==> src/rtl/jtag_pkg.sv <==
// Shared types and defaults for the 1149.1 TAP controller and its BSR chain.
package jtag_pkg;

  localparam int unsigned IR_WIDTH_DEF = 4;
  localparam logic [31:0] IDCODE_DEF   = 32'h1000_0001;

  localparam logic [3:0] OPC_EXTEST = 4'h0;
  localparam logic [3:0] OPC_SAMPLE = 4'h1;
  localparam logic [3:0] OPC_IDCODE = 4'h2;
  localparam logic [3:0] OPC_BYPASS = 4'hF;

  typedef enum logic [3:0] {
    StTestLogicReset = 4'h0,
    StRunTestIdle    = 4'h1,
    StSelectDrScan   = 4'h2,
    StCaptureDr      = 4'h3,
    StShiftDr        = 4'h4,
    StExit1Dr        = 4'h5,
    StPauseDr        = 4'h6,
    StExit2Dr        = 4'h7,
    StUpdateDr       = 4'h8,
    StSelectIrScan   = 4'h9,
    StCaptureIr      = 4'hA,
    StShiftIr        = 4'hB,
    StExit1Ir        = 4'hC,
    StPauseIr        = 4'hD,
    StExit2Ir        = 4'hE,
    StUpdateIr       = 4'hF
  } tap_state_t;

  typedef struct packed {
    logic tlr;
    logic capture_dr;
    logic shift_dr;
    logic update_dr;
    logic capture_ir;
    logic shift_ir;
    logic update_ir;
  } tap_dec_t;

endpackage

==> src/rtl/jtag_if.sv <==
// Boundary-scan chain bundle between the TAP controller (master) and the bsr_cell chain (slave).
interface jtag_if;
  logic tdi;
  logic tdo;
  logic clk_dr;
  logic shift_dr;
  logic update_dr;
  logic mode;
  logic reset;
  logic enable;

  modport master (
    output tdi, clk_dr, shift_dr, update_dr, mode, reset, enable,
    input  tdo
  );

  modport slave (
    input  tdi, clk_dr, shift_dr, update_dr, mode, reset, enable,
    output tdo
  );
endinterface

==> src/rtl/jtag_tap_fsm.sv <==
// 16-state IEEE 1149.1 TAP state machine: state register, tms-driven next state, one-hot decodes.
module jtag_tap_fsm
  import jtag_pkg::*;
(
  input  logic       tck,
  input  logic       reset,
  input  logic       tms,
  output tap_state_t state,
  output tap_dec_t   dec
);

  tap_state_t state_d, state_q;

  always_ff @(posedge tck) begin
    if (!reset) state_q <= StTestLogicReset;
    else        state_q <= state_d;
  end

  always_comb begin
    state_d = state_q;
    unique case (state_q)
      StTestLogicReset: state_d = tms ? StTestLogicReset : StRunTestIdle;
      StRunTestIdle:    state_d = tms ? StSelectDrScan   : StRunTestIdle;
      StSelectDrScan:   state_d = tms ? StSelectIrScan   : StCaptureDr;
      StCaptureDr:      state_d = tms ? StExit1Dr        : StShiftDr;
      StShiftDr:        state_d = tms ? StExit1Dr        : StShiftDr;
      StExit1Dr:        state_d = tms ? StUpdateDr       : StPauseDr;
      StPauseDr:        state_d = tms ? StExit2Dr        : StPauseDr;
      StExit2Dr:        state_d = tms ? StUpdateDr       : StShiftDr;
      StUpdateDr:       state_d = tms ? StSelectDrScan   : StRunTestIdle;
      StSelectIrScan:   state_d = tms ? StTestLogicReset : StCaptureIr;
      StCaptureIr:      state_d = tms ? StExit1Ir        : StShiftIr;
      StShiftIr:        state_d = tms ? StExit1Ir        : StShiftIr;
      StExit1Ir:        state_d = tms ? StUpdateIr       : StPauseIr;
      StPauseIr:        state_d = tms ? StExit2Ir        : StPauseIr;
      StExit2Ir:        state_d = tms ? StUpdateIr       : StShiftIr;
      StUpdateIr:       state_d = tms ? StSelectDrScan   : StRunTestIdle;
      default:          state_d = StTestLogicReset;
    endcase
  end

  always_comb begin
    dec            = '0;
    dec.tlr        = (state_q == StTestLogicReset);
    dec.capture_dr = (state_q == StCaptureDr);
    dec.shift_dr   = (state_q == StShiftDr);
    dec.update_dr  = (state_q == StUpdateDr);
    dec.capture_ir = (state_q == StCaptureIr);
    dec.shift_ir   = (state_q == StShiftIr);
    dec.update_ir  = (state_q == StUpdateIr);
  end

  assign state = state_q;

endmodule

==> src/rtl/jtag_tap_controller.sv <==
// TAP controller: IR, bypass and IDCODE registers, register select, BSR strobe gating and tdo mux.
module jtag_tap_controller
  import jtag_pkg::*;
#(
  parameter int unsigned          IR_WIDTH   = IR_WIDTH_DEF,
  parameter logic [31:0]          IDCODE_VAL = IDCODE_DEF,
  parameter logic [IR_WIDTH-1:0]  OP_EXTEST  = IR_WIDTH'(OPC_EXTEST),
  parameter logic [IR_WIDTH-1:0]  OP_SAMPLE  = IR_WIDTH'(OPC_SAMPLE),
  parameter logic [IR_WIDTH-1:0]  OP_IDCODE  = IR_WIDTH'(OPC_IDCODE),
  parameter logic [IR_WIDTH-1:0]  OP_BYPASS  = IR_WIDTH'(OPC_BYPASS)
) (
  input  logic       tck,
  input  logic       reset,
  input  logic       tms,
  input  logic       tdi,
  output logic       tdo,
  output logic       tdo_en,
  jtag_if.master     bsr
);

  tap_state_t state;
  tap_dec_t   dec;

  logic [IR_WIDTH-1:0] ir_q, ir_sr_q;
  logic [31:0]         idcode_sr_q;
  logic                bypass_q;
  logic                bsr_sel, id_sel, byp_sel, dr_en, active;

  jtag_tap_fsm u_fsm (
    .tck   (tck),
    .reset (reset),
    .tms   (tms),
    .state (state),
    .dec   (dec)
  );

  // Undefined opcodes fall through to bypass; OP_BYPASS needs no explicit match.
  assign bsr_sel = (ir_q == OP_EXTEST) || (ir_q == OP_SAMPLE);
  assign id_sel  = (ir_q == OP_IDCODE);
  assign byp_sel = !bsr_sel && !id_sel;

  always_ff @(posedge tck) begin
    if (!reset) begin
      ir_q        <= OP_IDCODE;
      ir_sr_q     <= '0;
      bypass_q    <= 1'b0;
      idcode_sr_q <= '0;
    end else begin
      if (dec.tlr)            ir_q <= OP_IDCODE;
      else if (dec.update_ir) ir_q <= ir_sr_q;

      if (dec.capture_ir)    ir_sr_q <= {{(IR_WIDTH-2){1'b0}}, 2'b01};
      else if (dec.shift_ir) ir_sr_q <= {tdi, ir_sr_q[IR_WIDTH-1:1]};

      if (dec.capture_dr) begin
        if (id_sel)  idcode_sr_q <= IDCODE_VAL;
        if (byp_sel) bypass_q    <= 1'b0;
      end else if (dec.shift_dr) begin
        if (id_sel)  idcode_sr_q <= {tdi, idcode_sr_q[31:1]};
        if (byp_sel) bypass_q    <= tdi;
      end
    end
  end

  // Everything toward the chain is quiet while reset is held or the FSM sits in TLR.
  assign active = reset && !dec.tlr;
  assign dr_en  = (dec.capture_dr || dec.shift_dr) && bsr_sel;

  // Gated strobes rise on negedge tck; clk_dr falls on the posedge that advances the FSM.
  assign bsr.clk_dr    = ~tck & reset & dr_en;
  assign bsr.update_dr = ~tck & reset & dec.update_dr & bsr_sel;
  assign bsr.shift_dr  = reset & dec.shift_dr;
  assign bsr.mode      = active & (ir_q == OP_EXTEST);
  assign bsr.reset     = active;
  assign bsr.enable    = active;
  assign bsr.tdi       = tdi;

  assign tdo_en = reset & (dec.shift_dr | dec.shift_ir);

  always_comb begin
    tdo = 1'b0;
    if (reset) begin
      case (state)
        StShiftIr: tdo = ir_sr_q[0];
        StShiftDr: tdo = bsr_sel ? bsr.tdo : (id_sel ? idcode_sr_q[0] : bypass_q);
        default:   tdo = 1'b0;
      endcase
    end
  end

endmodule
==> src/flat_wrapper.sv <==
// flat-port wrapper written by rule: the top's interface ports become plain ports
module jtag_tap_controller_flat import jtag_pkg::*;
#(
  parameter int unsigned          IR_WIDTH   = IR_WIDTH_DEF,
  parameter logic [31:0]          IDCODE_VAL = IDCODE_DEF,
  parameter logic [IR_WIDTH-1:0]  OP_EXTEST  = IR_WIDTH'(OPC_EXTEST),
  parameter logic [IR_WIDTH-1:0]  OP_SAMPLE  = IR_WIDTH'(OPC_SAMPLE),
  parameter logic [IR_WIDTH-1:0]  OP_IDCODE  = IR_WIDTH'(OPC_IDCODE),
  parameter logic [IR_WIDTH-1:0]  OP_BYPASS  = IR_WIDTH'(OPC_BYPASS)
)
  (tck, reset, tms, tdi, tdo, tdo_en, bsr_tdi, bsr_clk_dr, bsr_shift_dr, bsr_update_dr, bsr_mode, bsr_reset, bsr_enable, bsr_tdo);
  jtag_if bsr_i ();
  input  logic tck;
  input  logic reset;
  input  logic tms;
  input  logic tdi;
  output logic tdo;
  output logic tdo_en;
  output wire logic [$bits(bsr_i.tdi)-1:0] bsr_tdi;
  output wire logic [$bits(bsr_i.clk_dr)-1:0] bsr_clk_dr;
  output wire logic [$bits(bsr_i.shift_dr)-1:0] bsr_shift_dr;
  output wire logic [$bits(bsr_i.update_dr)-1:0] bsr_update_dr;
  output wire logic [$bits(bsr_i.mode)-1:0] bsr_mode;
  output wire logic [$bits(bsr_i.reset)-1:0] bsr_reset;
  output wire logic [$bits(bsr_i.enable)-1:0] bsr_enable;
  input wire logic [$bits(bsr_i.tdo)-1:0] bsr_tdo;
  assign bsr_tdi = bsr_i.tdi;
  assign bsr_clk_dr = bsr_i.clk_dr;
  assign bsr_shift_dr = bsr_i.shift_dr;
  assign bsr_update_dr = bsr_i.update_dr;
  assign bsr_mode = bsr_i.mode;
  assign bsr_reset = bsr_i.reset;
  assign bsr_enable = bsr_i.enable;
  assign bsr_i.tdo = bsr_tdo;
  jtag_tap_controller #(.IR_WIDTH(IR_WIDTH), .IDCODE_VAL(IDCODE_VAL), .OP_EXTEST(OP_EXTEST), .OP_SAMPLE(OP_SAMPLE), .OP_IDCODE(OP_IDCODE), .OP_BYPASS(OP_BYPASS)) u_core (.tck(tck), .reset(reset), .tms(tms), .tdi(tdi), .tdo(tdo), .tdo_en(tdo_en), .bsr(bsr_i));
endmodule
==> config.mk <==
export PLATFORM = sky130hd
export DESIGN_NAME = jtag_tap_controller_flat
export DESIGN_NICKNAME = d
export VERILOG_FILES = /design/src/rtl/jtag_pkg.sv /design/src/rtl/jtag_if.sv /design/src/rtl/jtag_tap_fsm.sv /design/src/rtl/jtag_tap_controller.sv /design/src/flat_wrapper.sv
export SDC_FILE = /design/constraint.sdc
export NUM_CORES = 1
export LEC_CHECK = 0
export ABC_AREA = 1
export CORE_MARGIN = 2
export CORE_UTILIZATION = 39
export CTS_CLUSTER_DIAMETER = 40
export DETAILED_ROUTE_END_ITERATION = 8
export PLACE_DENSITY = 0.66
export SLEW_MARGIN = 20
export SYNTH_ARGS = -nofsm -noshare
export SYNTH_HDL_FRONTEND = slang
export SYNTH_SLANG_ARGS = --single-unit
==> constraint.sdc <==
create_clock -name tck -period 2.4 [get_ports tck]
set_input_delay 0.36 -clock tck [delete_from_list [all_inputs] [get_ports tck]]
set_output_delay 0.36 -clock tck [all_outputs]
set_load 0.02 [all_outputs]
==> After elaboration in Yosys (flattened, before gate mapping) <==
Index checks and enable logic that the tools add are counted.
{ "totals": {"regBits": 45, "in_bits": 5, "out_inout_bits": 9, "wordCells": 83} }
{ "op_classes": {"eq_ne": 21, "mux": 27, "bitwise": 10, "reduce_logical": 19} }
{ "ops": {"columns": ["cell", "n"], "rows": [
  ["32-bit two-way mux", 4],
  ["4-bit one-hot mux with 12 select lines", 1],
  ["4-bit equality test (second input constant)", 8],
  ["4-bit by 3-bit equality test with 1-bit output (second input constant)", 4],
  ["4-bit two-way mux", 4],
  ["4-bit by 2-bit equality test with 1-bit output (second input constant)", 3],
  ["1-bit two-way mux", 12],
  ["4-bit by 1-bit equality test with 1-bit output (second input constant)", 2],
  ["4-bit zero test", 2],
  ["2-bit inequality test (second input constant)", 4],
  ["2-bit OR reduction", 4],
  ["1-bit bitwise AND", 7],
  ["2-bit two-way mux", 3],
  ["3-bit two-way mux", 2],
  ["3-bit AND reduction", 2],
  ["2-bit nonzero test", 2],
  ["1-bit logical AND", 3],
  ["1-bit zero test", 3],
  ["3-bit OR reduction", 1],
  ["1-bit logical OR", 2],
  ["1-bit inverter", 2],
  ["1-bit one-hot mux with 2 select lines", 1],
  ["1-bit OR", 1]
]} }

==> Logic depth before layout (Yosys ltp) <==
{ "depth": {"ltp_word": 7, "mapped_depth": 8, "depth_no_buf": 8} }

==> Hierarchy <==
Synthesis repeated with hierarchy kept, for this count alone.
{ "unflattened": {"hier_cells": 294, "area_unflattened_um2": 2139.6} }
{ "by_module_without_submodules": {"columns": ["module", "instances", "cells_each", "area_per_inst_um2", "seq_area_each_um2"], "rows": [
  ["jtag_tap_controller", 1, 217, 1730.4, 820.8],
  ["jtag_tap_fsm", 1, 77, 409.1, 80.1]
]} }

==> reports/summary.log <==
[run_status] outcome finished clean
[yosys] Mapped Nets 356
[yosys] post-synthesis compound-gate area fraction 0.149
[final_layout] most frequent standard cell in the layout excluding fill and tap cells nand2_1
[critical_path] end of the critical path bsr_clk_dr
[yosys] Yosys warning count 0
[drt] detail-routed net length per standard cell 11.0 um
[critical_path] kind of critical path clk -> out
[drt] via density per instance 4.91
[critical_path] launch point of the critical path tck
[global_route] number of antenna violations at the first check in global routing 0
[yosys] xor/xnor share of the synthesized area 0
[drt] DRC violations left 0
[placed_design] RePlAce Congestion 0.841
[power] Gate power share 0.165
[global_route] busiest metal layer after global routing met2
[drt] violation count after the first detailed-route iteration 154
[yosys] Seq cells post-synth 45
[clocking] TritonCTS clock tree yes
[timing] transition at the pin with the smallest max-transition slack 735 ps
[placed_design] buffers added on ports 13
[yosys] proportion of synthesized flip-flops having asynchronous set or reset 0
[yosys] Mapped Area 2350 um2
[global_route] GR Layer Usage met3 0.0516
[floorplanning] Die W 81.7 um
[global_route] global route total overflow 0
[run] maxcap violations 0
[power] portion of total power attributed to the clock network 0.371
[final_layout] share of post-route cells with drive strength above 1 0.139
[yosys] main combinational cell family by area after synthesis simple AND/OR/NAND/NOR gates
[timing] unrepaired setup endpoints after global routing no
[yosys] synthesized-area fraction occupied by adder cells 0
[final_layout] top library cells by usage in the layout, fill and taps aside 108 x nand2_1, 46 x nor2_1, 44 x nand3_1, 42 x dfxtp_1, 28 x a21oi_1
[clocking] insertion delay to the later sink of the worst-skew pair 400 ps
[global_route] met2 track demand over resource in global routing 0.249
[yosys] sequential cell area fraction in the yosys report 0.383
[final_layout] layout overhead on the synthesized area 12.0%
[power] fraction of power spent switching nets 0.283
[yosys] average size of a mapped cell 6.71 um2
[timing] Max-slew headroom 0.510
[yosys] number of flops mapped to enable cells by yosys 0
[final_layout] fill cell total of the finished layout 633
[floorplanning] die height 81.7 um
[yosys] Synth cell types 21
[global_route] Total GRT Usage 0.164
[placed_design] dpl hpwl 2860 um
[critical_path] critical path endpoint category output port
[floorplanning] starting density of the core 0.400
[timing] post-route worst hold slack 468 ps
[global_route] wire length of the first global-routing pass 8270 um
[timing] Final Skew 8.04 ps
[clocking] count of hold buffers inserted by post-cts repair 0
[final_layout] filler-free cell count of the finished design 434
[drt] number of optimization iterations in the first detailed-route pass 4
[timing] Total Negative Setup Slacks 0 ps
[min_path] Tightest Hold Check Type reg -> reg
[power] cell internal pwr 1.30 mW
[critical_path] data arrival time of the critical path 1950 ps
[power] total design power 1.82 mW
[drt] number of nets still failing antenna checks after routing 0
[critical_path] critical path launch point type clock port
[power] VDD IR max 0.000314 V
[critical_path] Data required, critical path 2040 ps
[clocking] clock-pin slew of the registers on the worst-case setup and hold paths 80 ps
[power] pwr dens 689 nW/um2
[floorplanning] row cnt 28
[floorplanning] overall die area 6670 um2
[global_route] largest net degree at the start of global routing 67
[global_route] GR Util met1 0.196
[floorplanning] CORE AREA 5890 um2
[timing] Finish-stage setup viols 0
[placed_design] Placed Cells incl. Taps 422
[yosys] predominant post-synthesis flop cell dfxtp_1
[floorplanning] io pins 14
[yosys] share of synthesized cell area in and, or, nand and nor gates 0.367
[critical_path] RR Endpoint u_core.idcode_sr_q[16]$_SDFFE_PN0P_
[critical_path] origin of the critical flop-to-flop path u_core.u_fsm.state[0]$_SDFF_PN0_
[critical_path] Worst R2R Setup Slack 540 ps
[power] power spent charging and discharging nets 0.513 mW
[final_layout] Inserted Diodes 0
[critical_path] R2R depth 9
[power] Leak Pwr 1.16 nW
[clocking] number of setup buffers added after CTS 0
[drt] total number of vias 2130
[yosys] mux contribution to synthesized area 0
[timing] Max Transition Viols Final 0
[power] register share of total power 0.464
[global_route] via count of the first global-routing pass 1933
[critical_path] Max Fanout on Critical Path 2
[yosys] number of cells produced by synthesis 351
[final_layout] layout net count 363
[drt] routed wire length 4770 um
[timing] Final Hold Viols 0
==> metrics by stage <==
stage	setup slack, ps	utilization	instance area, um2
floorplan	130	-	2350
global placement	-17.9	0.419	2460
detailed placement	-17.9	0.419	2460
CTS	1.33	0.445	2620
global route	14.0	0.448	2640
finish	85.3	0.448	2640
==> power groups by stage <==
stage          Combinational [mW]  Sequential [mW]  Clock, mW
2_1_floorplan               0.264            0.849   0.000563
3_3_place_gp                0.294            0.855   0.000563
3_5_place_dp                0.299            0.858   0.000563
4_1_cts                     0.299            0.841      0.698
5_1_grt                     0.350            0.850      0.725
6_report                    0.300            0.842      0.673
==> registers in the layout (all words and copies together) (netlist names) <==
signal / count
u_core.idcode_sr_q: 32
u_core.ir_q: 4
u_core.ir_sr_q: 4
u_core.u_fsm.state: 4
u_core.bypass_q: 1
==> critical path, cell delays in order <==
cell and delay (ps):
clkbuf_8 120, clkbuf_8 120, nor3_2 130, nand2_1 80
inv_1 50, clkdlybuf4s15_2 240
==> per-layer routing <==
layer | up-vias | share of wire
met5 | - | 0
met4 | 0 | 0.018
met3 | 6 | 0.032
met2 | 29 | 0.46
met1 | 956 | 0.49
li1 | 1139 | -
==> Yosys cell counts, types with 2 or more instances <==
cell | n | share of area
a21oi_1 | 28 | 0.060
nand3_1 | 44 | 0.094
inv_1 | 18 | 0.029
buf_2 | 10 | 0.021
buf_4 | 4 | 0.013
nand2_2 | 2 | 0.0053
nand2_1 | 108 | 0.17
nor4_1 | 2 | 0.0053
a21oi_2 | 19 | 0.071
nor2_1 | 48 | 0.077
o21ai_0 | 9 | 0.019
clkbuf_1 | 5 | 0.0080
buf_12 | 2 | 0.017
dfxtp_1 | 45 | 0.38
==> cell families after synthesis <==
kind of cell | after synthesis
simple gates | 208
buf+inv | 42
compound gates | 56
flops | 45
==> repair_timing <==
action | 4_1_cts | 5_1_grt
gates cloned | 0 | 0
resized for setup | 10 | 9
endpoints found under the setup margin | 8 | 6
==> worst min path at each step <==
stage | startpoint | to | cells after the start
CTS | u_core.ir_q[2]$_SDFFE_PN0P_ | u_core.ir_q[2]$_SDFFE_PN0P_ | 2
finish | u_core.ir_q[2]$_SDFFE_PN0P_ | u_core.ir_q[2]$_SDFFE_PN0P_ | 2
global placement | u_core.ir_q[3]$_SDFFE_PN0P_ | u_core.ir_q[3]$_SDFFE_PN0P_ | 2
global route | u_core.ir_sr_q[0]$_SDFFE_PN0P_ | u_core.ir_sr_q[0]$_SDFFE_PN0P_ | 2
floorplan | u_core.ir_sr_q[0]$_SDFFE_PN0P_ | u_core.ir_sr_q[0]$_SDFFE_PN0P_ | 2
detailed placement | u_core.ir_q[2]$_SDFFE_PN0P_ | u_core.ir_q[2]$_SDFFE_PN0P_ | 2
==> area by class of cell <==
class | count | area, um2 | share of cell area
Tap cell | 75 | 93.8 | 0.0356
Timing Repair Buffer | 17 | 164 | 0.0622
Multi-Input combinational cell | 264 | 1240 | 0.469
Clock inverter | 2 | 11.3 | 0.00427
Clock buffer | 13 | 158 | 0.0598
Inverter | 18 | 67.6 | 0.0256
Sequential cell | 45 | 905 | 0.343
Power figures use the tool's default switching activity.
